### src/rtl/rr_sel_arbiter_pkg.sv
// Shared types, limits and helpers for the round-robin select arbiter.
//   arb_state_e : arbiter FSM state encoding
//   ARB_MAX_REQ : widest request vector supported
//   rr_rotate   : rotate a request vector so a chosen index lands at bit 0
package rr_sel_arbiter_pkg;

    typedef enum logic [0:0] {
        ARB_IDLE,
        ARB_GRANT
    } arb_state_e;

    localparam int unsigned ARB_MAX_REQ = 16;
    localparam int unsigned ARB_IDX_W   = $clog2(ARB_MAX_REQ);

    // Bit i of the result is bit (i + sh) mod n of vec; bits at and above n are zero.
    function automatic logic [ARB_MAX_REQ-1:0] rr_rotate(
        input logic [ARB_MAX_REQ-1:0] vec,
        input int unsigned            n,
        input int unsigned            sh
    );
        logic [ARB_MAX_REQ-1:0] r;
        r = '0;
        for (int unsigned i = 0; i < ARB_MAX_REQ; i++) begin
            if (i < n) begin
                r[ARB_IDX_W'(i)] = vec[ARB_IDX_W'((i + sh) % n)];
            end
        end
        return r;
    endfunction

endpackage

### src/rtl/rr_sel_arbiter_if.sv
// Request/select bundle between requesters and the arbiter.
//   req       : request vector, bit i = requester i
//   done      : owner end-of-transaction pulse
//   sel       : encoded granted index
//   sel_valid : sel is owned and meaningful
//   timeout   : grant was force-released by the hold limit
interface rr_sel_arbiter_if #(
    parameter int unsigned NUM_REQ = 4
);
    localparam int unsigned SEL_W = $clog2(NUM_REQ);

    logic [NUM_REQ-1:0] req;
    logic               done;
    logic [SEL_W-1:0]   sel;
    logic               sel_valid;
    logic               timeout;

    modport master (
        output req,
        output done,
        input  sel,
        input  sel_valid,
        input  timeout
    );

    modport slave (
        input  req,
        input  done,
        output sel,
        output sel_valid,
        output timeout
    );
endinterface

### src/rtl/rr_sel_arbiter_pick.sv
// Combinational round-robin pick: rotates req so last_ptr+1 sits at bit 0,
// priority-encodes it and maps the offset back to a requester index.
//   req       : request vector
//   last_ptr  : most recently granted index (lowest priority)
//   cur_sel   : current select, returned when nothing matches cleanly
//   pick_c    : chosen requester index
//   any_req_c : at least one request was found
module rr_sel_arbiter_pick
    import rr_sel_arbiter_pkg::*;
#(
    parameter int unsigned NUM_REQ = 4
) (
    input  logic [NUM_REQ-1:0]         req,
    input  logic [$clog2(NUM_REQ)-1:0] last_ptr,
    input  logic [$clog2(NUM_REQ)-1:0] cur_sel,
    output logic [$clog2(NUM_REQ)-1:0] pick_c,
    output logic                       any_req_c
);
    localparam int unsigned SEL_W = $clog2(NUM_REQ);

    logic [SEL_W-1:0]       start;
    logic [ARB_MAX_REQ-1:0] rot;
    logic [ARB_IDX_W-1:0]   off;

    // NUM_REQ is a power of two, so SEL_W-bit arithmetic wraps modulo NUM_REQ.
    assign start = last_ptr + SEL_W'(1);
    assign rot   = rr_rotate(ARB_MAX_REQ'(req), NUM_REQ, 32'(start));

    // Priority encode the rotated vector; X/Z bits never match a '1' pattern.
    always_comb begin
        off       = '0;
        any_req_c = 1'b0;
        priority casez (rot)
            16'b???????????????1: begin off = 4'd0;  any_req_c = 1'b1; end
            16'b??????????????10: begin off = 4'd1;  any_req_c = 1'b1; end
            16'b?????????????100: begin off = 4'd2;  any_req_c = 1'b1; end
            16'b????????????1000: begin off = 4'd3;  any_req_c = 1'b1; end
            16'b???????????10000: begin off = 4'd4;  any_req_c = 1'b1; end
            16'b??????????100000: begin off = 4'd5;  any_req_c = 1'b1; end
            16'b?????????1000000: begin off = 4'd6;  any_req_c = 1'b1; end
            16'b????????10000000: begin off = 4'd7;  any_req_c = 1'b1; end
            16'b???????100000000: begin off = 4'd8;  any_req_c = 1'b1; end
            16'b??????1000000000: begin off = 4'd9;  any_req_c = 1'b1; end
            16'b?????10000000000: begin off = 4'd10; any_req_c = 1'b1; end
            16'b????100000000000: begin off = 4'd11; any_req_c = 1'b1; end
            16'b???1000000000000: begin off = 4'd12; any_req_c = 1'b1; end
            16'b??10000000000000: begin off = 4'd13; any_req_c = 1'b1; end
            16'b?100000000000000: begin off = 4'd14; any_req_c = 1'b1; end
            16'b1000000000000000: begin off = 4'd15; any_req_c = 1'b1; end
            default: begin end
        endcase
    end

    assign pick_c = any_req_c ? (SEL_W'(off) + start) : cur_sel;

endmodule

### src/rtl/rr_sel_arbiter.sv
// Round-robin arbiter producing a registered select for the one-hot decoder.
// A grant is held until done, loss of the owner's request, or the MAX_HOLD
// limit; a one-cycle gap always separates grants so sel never changes while
// sel_valid is high.
//   clk, rst_n : clock, async active-low reset
//   bus.slave  : req/done in; sel/sel_valid/timeout out (all registered)
// NUM_REQ must be a power of two in 2..16; MAX_HOLD = 0 disables the limit.
module rr_sel_arbiter
    import rr_sel_arbiter_pkg::*;
#(
    parameter int unsigned NUM_REQ  = 4,
    parameter int unsigned MAX_HOLD = 8
) (
    input  logic            clk,
    input  logic            rst_n,
    rr_sel_arbiter_if.slave bus
);
    localparam int unsigned SEL_W     = $clog2(NUM_REQ);
    localparam int unsigned HOLD_LAST = (MAX_HOLD == 0) ? 0 : MAX_HOLD - 1;
    localparam int unsigned HOLD_W    = (HOLD_LAST > 0) ? $clog2(HOLD_LAST + 1) : 1;

    arb_state_e        state_q,     state_d;
    logic [SEL_W-1:0]  sel_q,       sel_d;
    logic [SEL_W-1:0]  last_ptr_q,  last_ptr_d;
    logic [HOLD_W-1:0] hold_cnt_q,  hold_cnt_d;
    logic              sel_valid_q, sel_valid_d;
    logic              timeout_q,   timeout_d;

    logic [SEL_W-1:0]  pick_c;
    logic              any_req_c;
    logic              limit_c;
    logic              owner_req_c;
    logic              release_c;

    rr_sel_arbiter_pick #(
        .NUM_REQ (NUM_REQ)
    ) u_pick (
        .req       (bus.req),
        .last_ptr  (last_ptr_q),
        .cur_sel   (sel_q),
        .pick_c    (pick_c),
        .any_req_c (any_req_c)
    );

    assign limit_c     = (MAX_HOLD != 0) && (hold_cnt_q == HOLD_W'(HOLD_LAST));
    assign owner_req_c = bus.req[sel_q];
    assign release_c   = bus.done || !owner_req_c || limit_c;

    // State register and output flops.
    always_ff @(posedge clk or negedge rst_n) begin
        if (!rst_n) begin
            state_q     <= ARB_IDLE;
            sel_q       <= '0;
            last_ptr_q  <= SEL_W'(NUM_REQ - 1);
            hold_cnt_q  <= '0;
            sel_valid_q <= 1'b0;
            timeout_q   <= 1'b0;
        end else begin
            state_q     <= state_d;
            sel_q       <= sel_d;
            last_ptr_q  <= last_ptr_d;
            hold_cnt_q  <= hold_cnt_d;
            sel_valid_q <= sel_valid_d;
            timeout_q   <= timeout_d;
        end
    end

    // Next-state and output logic.
    always_comb begin
        state_d     = state_q;
        sel_d       = sel_q;
        last_ptr_d  = last_ptr_q;
        hold_cnt_d  = hold_cnt_q;
        sel_valid_d = 1'b0;
        timeout_d   = 1'b0;

        unique case (state_q)
            ARB_IDLE: begin
                hold_cnt_d = '0;
                if (any_req_c) begin
                    sel_d       = pick_c;
                    last_ptr_d  = pick_c;
                    sel_valid_d = 1'b1;
                    state_d     = ARB_GRANT;
                end
            end
            ARB_GRANT: begin
                if (release_c) begin
                    hold_cnt_d = '0;
                    state_d    = ARB_IDLE;
                    // Only a pure limit release is reported as a timeout.
                    timeout_d  = limit_c && !bus.done && owner_req_c;
                end else begin
                    hold_cnt_d  = hold_cnt_q + HOLD_W'(1);
                    sel_valid_d = 1'b1;
                end
            end
            default: begin
                state_d = ARB_IDLE;
            end
        endcase
    end

    assign bus.sel       = sel_q;
    assign bus.sel_valid = sel_valid_q;
    assign bus.timeout   = timeout_q;

`ifndef SYNTHESIS
    // sel must not move while a grant is live.
    a_sel_stable: assert property (@(posedge clk) disable iff (!rst_n)
        sel_valid_q |=> (!sel_valid_q || $stable(sel_q)));

    // A grant is only issued to an active requester.
    a_grant_legal: assert property (@(posedge clk) disable iff (!rst_n)
        (state_q == ARB_IDLE && any_req_c) |-> bus.req[pick_c]);

    a_sel_known: assert property (@(posedge clk) disable iff (!rst_n)
        !$isunknown(sel_q));

    a_inputs_known: assert property (@(posedge clk) disable iff (!rst_n)
        !$isunknown({bus.req, bus.done}));
`endif

endmodule

### src/flat_wrapper.sv
// flat-port wrapper written by rule: the top's interface ports become plain ports
module rr_sel_arbiter_flat import rr_sel_arbiter_pkg::*;
#(
    parameter int unsigned NUM_REQ  = 4,
    parameter int unsigned MAX_HOLD = 8
)
  (clk, rst_n, bus_req, bus_done, bus_sel, bus_sel_valid, bus_timeout);
  rr_sel_arbiter_if #(.NUM_REQ(NUM_REQ)) bus_i ();
  input  logic clk;
  input  logic rst_n;
  input wire logic [$bits(bus_i.req)-1:0] bus_req;
  input wire logic [$bits(bus_i.done)-1:0] bus_done;
  output wire logic [$bits(bus_i.sel)-1:0] bus_sel;
  output wire logic [$bits(bus_i.sel_valid)-1:0] bus_sel_valid;
  output wire logic [$bits(bus_i.timeout)-1:0] bus_timeout;
  assign bus_i.req = bus_req;
  assign bus_i.done = bus_done;
  assign bus_sel = bus_i.sel;
  assign bus_sel_valid = bus_i.sel_valid;
  assign bus_timeout = bus_i.timeout;
  rr_sel_arbiter #(.NUM_REQ(NUM_REQ), .MAX_HOLD(MAX_HOLD)) u_core (.clk(clk), .rst_n(rst_n), .bus(bus_i));
endmodule
### config.mk
export PLATFORM = sky130hd
export DESIGN_NAME = rr_sel_arbiter_flat
export DESIGN_NICKNAME = d
export VERILOG_FILES = /design/src/rtl/rr_sel_arbiter_pkg.sv /design/src/rtl/rr_sel_arbiter_if.sv /design/src/rtl/rr_sel_arbiter_pick.sv /design/src/rtl/rr_sel_arbiter.sv /design/src/flat_wrapper.sv
export SDC_FILE = /design/constraint.sdc
export NUM_CORES = 1
export LEC_CHECK = 0
export BUFFER_PORTS_ARGS = -buffer_cell sky130_fd_sc_hd__buf_2
export CORE_MARGIN = 2
export CORE_UTILIZATION = 33
export CTS_CLUSTER_SIZE = 30
export DETAILED_ROUTE_END_ITERATION = 16
export PLACE_DENSITY = 0.65
export RECOVER_POWER = 25
export SETUP_SLACK_MARGIN = 0.15
export SLEW_MARGIN = 20
export SYNTH_ARGS = -nofsm -noshare
export SYNTH_HDL_FRONTEND = slang
export SYNTH_HIERARCHICAL = 1
export SYNTH_SLANG_ARGS = --single-unit
### constraint.sdc
create_clock -name clk -period 2.03 [get_ports clk]
set_clock_uncertainty 0.1 [all_clocks]
set_input_delay 0.203 -clock clk [delete_from_list [all_inputs] [get_ports clk]]
set_output_delay 0.203 -clock clk [all_outputs]
set_load 0.005 [all_outputs]
### Word-level counts from Yosys, hierarchy flattened

Cells that the tools add are included.

* add/sub/neg operators: 6
* order comparisons: 5
* eq/ne operators: 4
* muxes and demuxes: 19
* bitwise operators: 1
* reductions and logical operators: 8

Operators with widths (count)
* $lt 2x5->1 const B: 4
* $bmux 1 s2: 5
* $mux 1: 10
* $eq 3x3->1 const B: 2
* $pmux 2 s3: 1
* $pmux 3 s2: 1
* $add 2x2->2 const A: 2
* $eq 4x4->1 const B: 1
* $reduce_or 4->1: 1
* $add 3x1->3 const B: 1
* $lt 2x3->1 const B: 1
* $mux 3: 1
* $add 1x2->2 const A: 1
* $add 2x1->2 const B: 1
* $add 2x2->2: 1
* $eq 2x2->1 const B: 1
* $logic_and 1x1->1: 2
* $logic_not 1->1: 2
* $logic_or 1x1->1: 2
* $pmux 1 s2: 1
* $reduce_and 2->1: 1
* $not 1->1: 1

* bits in registers: 9
* input bits: 7
* output and inout port bits: 4
* word-level logic and storage cells: 48

### Depth between registers and ports, before layout

* word-level depth: 9
* depth in mapped cells: 9
* gate-level depth less buffers: 9

### Hierarchy

The synthesis kept the hierarchy.

By module, submodules not included
* rr_sel_arbiter: instances 1, cells each 23, area each 372.9 um2, seq. area each 227.7 um2
* rr_sel_arbiter_pick: instances 1, cells each 27, area each 187.7 um2, seq. area each 0.0 um2

### Least setup slack after synthesis

Ideal clock, no wire load.

* kind: reg-to-reg
* from: register u_core.last_ptr_q[1]
* to: register u_core.sel_q[1], in the netlist u_core/bus.sel[1]
* setup time: 0.128 ns
* arrival time: 1.729 ns
* required time: 1.802 ns
* setup slack: 0.074 ns
* stages on the path, launching flop included: 10
* path buffers: 0
* period minus slack after synthesis: 1.956 ns
* path through: dfstp_2 inv_1 a2bb2oi_1 o221ai_1 o31a_2 ha_1 xor2_1 o31ai_1 o32ai_1 mux2_1

* elaborated cells between the ends (all ways): 20
* classes of those cells: add/sub: 5; eq/ne: 3; mux: 10; reduce/logical: 2

RTL lines
* start: declaration: line rr_sel_arbiter.sv:24 `logic [SEL_W-1:0] last_ptr_q, last_ptr_d;`
* start signal: assignment: line rr_sel_arbiter.sv:54 `last_ptr_q <= SEL_W'(NUM_REQ - 1);`
* start signal: assignment: line rr_sel_arbiter.sv:61 `last_ptr_q <= last_ptr_d;`
* $add 2x1->2 *: line rr_sel_arbiter_pick.sv:26 `assign start = last_ptr + SEL_W'(1);`
* $add 1x2->2 or $add 2x2->2 (tied branches): line rr_sel_arbiter_pkg.sv:25 `r[ARB_IDX_W'(i)] = vec[ARB_IDX_W'((i + sh) % n)];`
* $bmux 1 s2: line rr_sel_arbiter_pkg.sv:25
* $mux 1 (implied by the code): line rr_sel_arbiter_pkg.sv:25
* $eq 4x4->1 (tied with other cells): line rr_sel_arbiter_pick.sv:33 `priority casez (rot)`
* $pmux 2 s3: line rr_sel_arbiter_pick.sv:33
* $add 2x2->2 *: line rr_sel_arbiter_pick.sv:54 `assign pick_c = any_req_c ? (SEL_W'(off) + start) : cur_sel;`
* via u_core.pick_c[1]: line rr_sel_arbiter.sv:29 `logic [SEL_W-1:0] pick_c;`
* end signal: assignment: line rr_sel_arbiter.sv:60 `sel_q <= sel_d;`
* end: declaration: line rr_sel_arbiter.sv:23 `logic [SEL_W-1:0] sel_q, sel_d;`

The timed path passes the listed nets; every way through them passes the cells marked *. The select of a mux whose other input is x is not followed.
A chain may end at the register's enable or synchronous reset.

### Worst setup path in the final report

Ends and elaborated chain as after synthesis.

==> out/summary.txt <==
CLOCK NETWORK
-------------------------------------------------------------------------------------
Clock latency on the worst-skew pair                                          0.25 ns
Inserted Clock Buffers                                                              3
Post-CTS setup-driven buffer insertion count                                        0
Clock-pin slew on the worst setup and hold paths                              0.06 ns
Clock tree from TritonCTS                                                       built
Sinks on Clock Net                                                                  9
Clock H-tree levels                                                                 1
Max Buffers Root-to-Sink                                                            2
Clock root cell                                                              clkbuf_4

ROUTING
-------------------------------------------------------------------------------------
Post-route DRC                                                                      0
Routed wire per std cell                                                     12.96 µm
Routed vias/inst                                                                5.259
Count of routing violations after the opening detailed-route iteration              7
Total iterations of the first detailed-routing run                                  3
Via total after detailed routing                                                  426
Overall routed net length                                                    1.050 mm
DRT antenna net count                                                               0

FINAL LAYOUT
-------------------------------------------------------------------------------------
Share of layout cells above drive strength 1                                   0.5077
Final core occ                                                                 0.4708
Diode insertion count for antenna repair                                            0
Nets                                                                               76
Final std cell area, no fill                                                725.7 µm²
Number of standard cells in the layout, taps in and fillers out                    81
Area overhead of the layout relative to synthesis                              29.46%
Filler cells                                                                      155

POWER
-------------------------------------------------------------------------------------
Share of total power in the clock network                                       0.125
Combinational fraction of design power                                          0.547
Power density cells                                                       1458 nW/µm²
Maximum VDD drop                                                            0.6610 mV
Switching fraction of total power                                              0.3477
Static power due to leakage                                                 0.3614 nW
NetSw                                                                       0.3680 mW
Total design power                                                           1.058 mW
Sequential share of power                                                       0.328
Pint                                                                        0.6904 mW

SETUP PATH
-------------------------------------------------------------------------------------
Critical path buffers and inverters                                                 1
Crit path required time                                                       2.07 ns
Worst-path maximum fanout                                                           5
Slowest cell on crit path                                                     dfstp_2
Cell breakdown of the critical path                                      inv_2 > a2bb2oi_2 > o221ai_2 > o31a_2 > ha_4 > xor2_2 > o31ai_2 > o32ai_2 > mux2_4
Type of the setup path with the least slack                              flop to flop
Delay contributed by the slowest stage of the critical path                   0.58 ns
Endpoint arrival time on the critical path                                    2.05 ns
Largest delay contributor family on the critical path                    compound AO/OA/AOI/OAI gates
Sort of element at the end of the critical path                                  flop
CP startpoint kind                                                               flop

STA
-------------------------------------------------------------------------------------
Setup repair after global routing missed its margin                               yes
Final min period                                                             2.011 ns
Count of endpoints failing hold in the final timing report                          0
Worst-case headroom to the max-slew limit                                      0.6293
Summed negative setup slack over all endpoints                                   0 ns
Transition time of the tightest slew-check pin                              0.5549 ns
Final cycle utilization of the critical path                                   0.9908
Highest achievable clock rate                                               497.2 MHz
Max-slew violations                                                                 0
Setup-violating endpoint count in the final report                                  0

PLACEMENT
-------------------------------------------------------------------------------------
Placed wire-length estimate                                                  766.5 µm
Placed cell areas                                                           654.4 µm²
Routability cong.                                                              0.7204
Number of port buffers                                                             10
Instance count after placement with tap cells included                             76

GLOBAL ROUTING
-------------------------------------------------------------------------------------
Global-route wire length before repair                                       1.918 mm
Tot GR Track Use                                                               0.1304
Via count of the first global-routing pass                                        444
Initial antenna violation count                                                     0
Largest net degree at the start of global routing                                  10
Residual overflow from global routing                                               0

JOB
-------------------------------------------------------------------------------------
Number of max-cap violations                                                        0

MIN PATH
-------------------------------------------------------------------------------------
Worst min-delay path class                                               input pin to flop

YOSYS
-------------------------------------------------------------------------------------
Syn_nets                                                                           60
Total of warnings raised by yosys                                                   6
Average cell area after synthesis                                           11.21 µm²
Number of synthesized register bits                                                 9
Library cells used by synthesis                                                    29
Post-Syn Instances                                                                 50
Sequential-to-total area share from yosys stat                                 0.4063
Post-synthesis instance area                                                560.5 µm²

FLOORPLANNING
-------------------------------------------------------------------------------------
Chip Width                                                                   45.22 µm
I/O pin total                                                                      11
Die Ht                                                                       45.22 µm
Standard-cell row count                                                            14
Core area                                                                    1541 µm²
Total die area                                                               2044 µm²
Initial Utilization                                                            0.3636

STATUS
-------------------------------------------------------------------------------------
Status                                                                   finished, final reports clean

## routing by layer
metal / wire length (µm) / vias to the layer above / GRT usage
met5: 0 / - / 0
met4: 0 / 0 / 0.03529
met3: 39 / 0 / 0.04800
met2: 500 / 9 / 0.2086
met1: 510 / 200 / 0.1654
li1: - / 217 / -
## path summary, 6_finish.rpt
| path | start | slack (ns) | cells past startpoint | to |
|---|---|---|---|---|
| min in group asynchronous | rst_n | 0.33 | 2 | u_core/hold_cnt_q[1]$_DFF_PN0_ |
| worst max-delay path | u_core/last_ptr_q[1]$_DFFE_PN1P_ | 0.02 | 9 | u_core/bus.sel[1]$_DFFE_PN0P_ |
| worst min register to register | u_core/hold_cnt_q[0]$_DFF_PN0_ | 0.46 | 1 | u_core/hold_cnt_q[0]$_DFF_PN0_ |
| max in group asynchronous | rst_n | 1.15 | 2 | u_core/last_ptr_q[1]$_DFFE_PN1P_ |
| worst min-delay path | bus_done | 0.15 | 2 | u_core/bus.timeout$_DFF_PN0_ |
| worst max register to register | u_core/last_ptr_q[1]$_DFFE_PN1P_ | 0.02 | 9 | u_core/bus.sel[1]$_DFFE_PN0P_ |
## layout by cell type, fill, tap and decap left out, types with 3 or more instances in the layout
cell type,n
buf_2,9
dfrtp_1,7
mux2_4,6
nor2_1,4
clkbuf_4,3
nand2_1,3
## sequential cells by signal, indices dropped and copies added (netlist names)
register	count
u_core/hold_cnt_q	3
u_core/bus.sel	2
u_core/last_ptr_q	2
u_core/bus.sel_valid	1
u_core/bus.timeout	1
## stage by stage
step,worst slack (ns),hold WS [ns]
floorplan,0.1057,-0.1926
global placement,-0.01217,-0.04022
detailed placement,-0.06820,-0.03659
CTS,0.009814,0.1413
global route,-0.08185,0.1388
finish,0.01875,0.1467
## power by group through the flow
stage / clock network, mW / registers (mW) / logic [mW]
after detailed placement: 0 / 0.340 / 0.500
after global placement: 0 / 0.341 / 0.486
after floorplan: 0 / 0.315 / 0.420
final: 0.132 / 0.347 / 0.579
after global routing: 0.152 / 0.362 / 0.636
after CTS: 0.139 / 0.344 / 0.577
## layout make-up
cell class | count | area (µm²) | area share
multi-input combinational | 37 | 374.1 | 0.5155
sequential | 9 | 227.7 | 0.3138
timing repair buffer | 12 | 66.31 | 0.09138
clock buffer | 4 | 26.28 | 0.03621
tap | 16 | 20.02 | 0.02759
inverter | 3 | 11.26 | 0.01552
## what timing repair did
action,in CTS,in global routing
resized for setup,6,2
pin swaps,3,1
hold buffers,1,0
gates cloned,0,0
endpoints found under the setup margin,4,4
hold endpoints to repair,9,0
## synth_stat cells, drive strengths merged
| cell type | instances | area [µm²] |
|---|---|---|
| o31a | 1 | 10.01 |
| nor2 | 5 | 21.27 |
| nand2 | 3 | 11.26 |
| o31ai | 1 | 7.510 |
| xor2 | 1 | 8.760 |
| nor3b | 1 | 7.510 |
| mux2 | 6 | 71.31 |
| ha | 3 | 37.54 |
| dfrtp | 7 | 175.2 |
| and4b | 1 | 10.01 |
| o221ai | 1 | 8.760 |
| a211o | 1 | 10.01 |
| a21o | 1 | 7.510 |
| a2bb2oi | 1 | 8.760 |
| inv | 3 | 11.26 |
| o21a | 1 | 7.510 |
| nor2b | 1 | 6.260 |
| o32ai | 1 | 8.760 |
| buf | 1 | 11.26 |
| and3 | 2 | 12.51 |
| and2b | 1 | 8.760 |
| dfstp | 2 | 52.55 |
| o21ai | 1 | 5.000 |
| mux4 | 1 | 22.52 |
| and3b | 1 | 8.760 |
| a21oi | 2 | 10.01 |
## kinds of logic after synthesis
logic type / count (synthesis) / synth area share
and+or+nand+nor: 15 / 0.1540
muxes: 7 / 0.1674
xor gates and xnor gates: 1 / 0.01563
buffers and inverters: 4 / 0.04018
AOI/OAI and AO/OA: 11 / 0.1496
DFF: 9 / 0.4063
adders and majority gates: 3 / 0.06697
No activity file was read; power rests on OpenSTA's default activity.
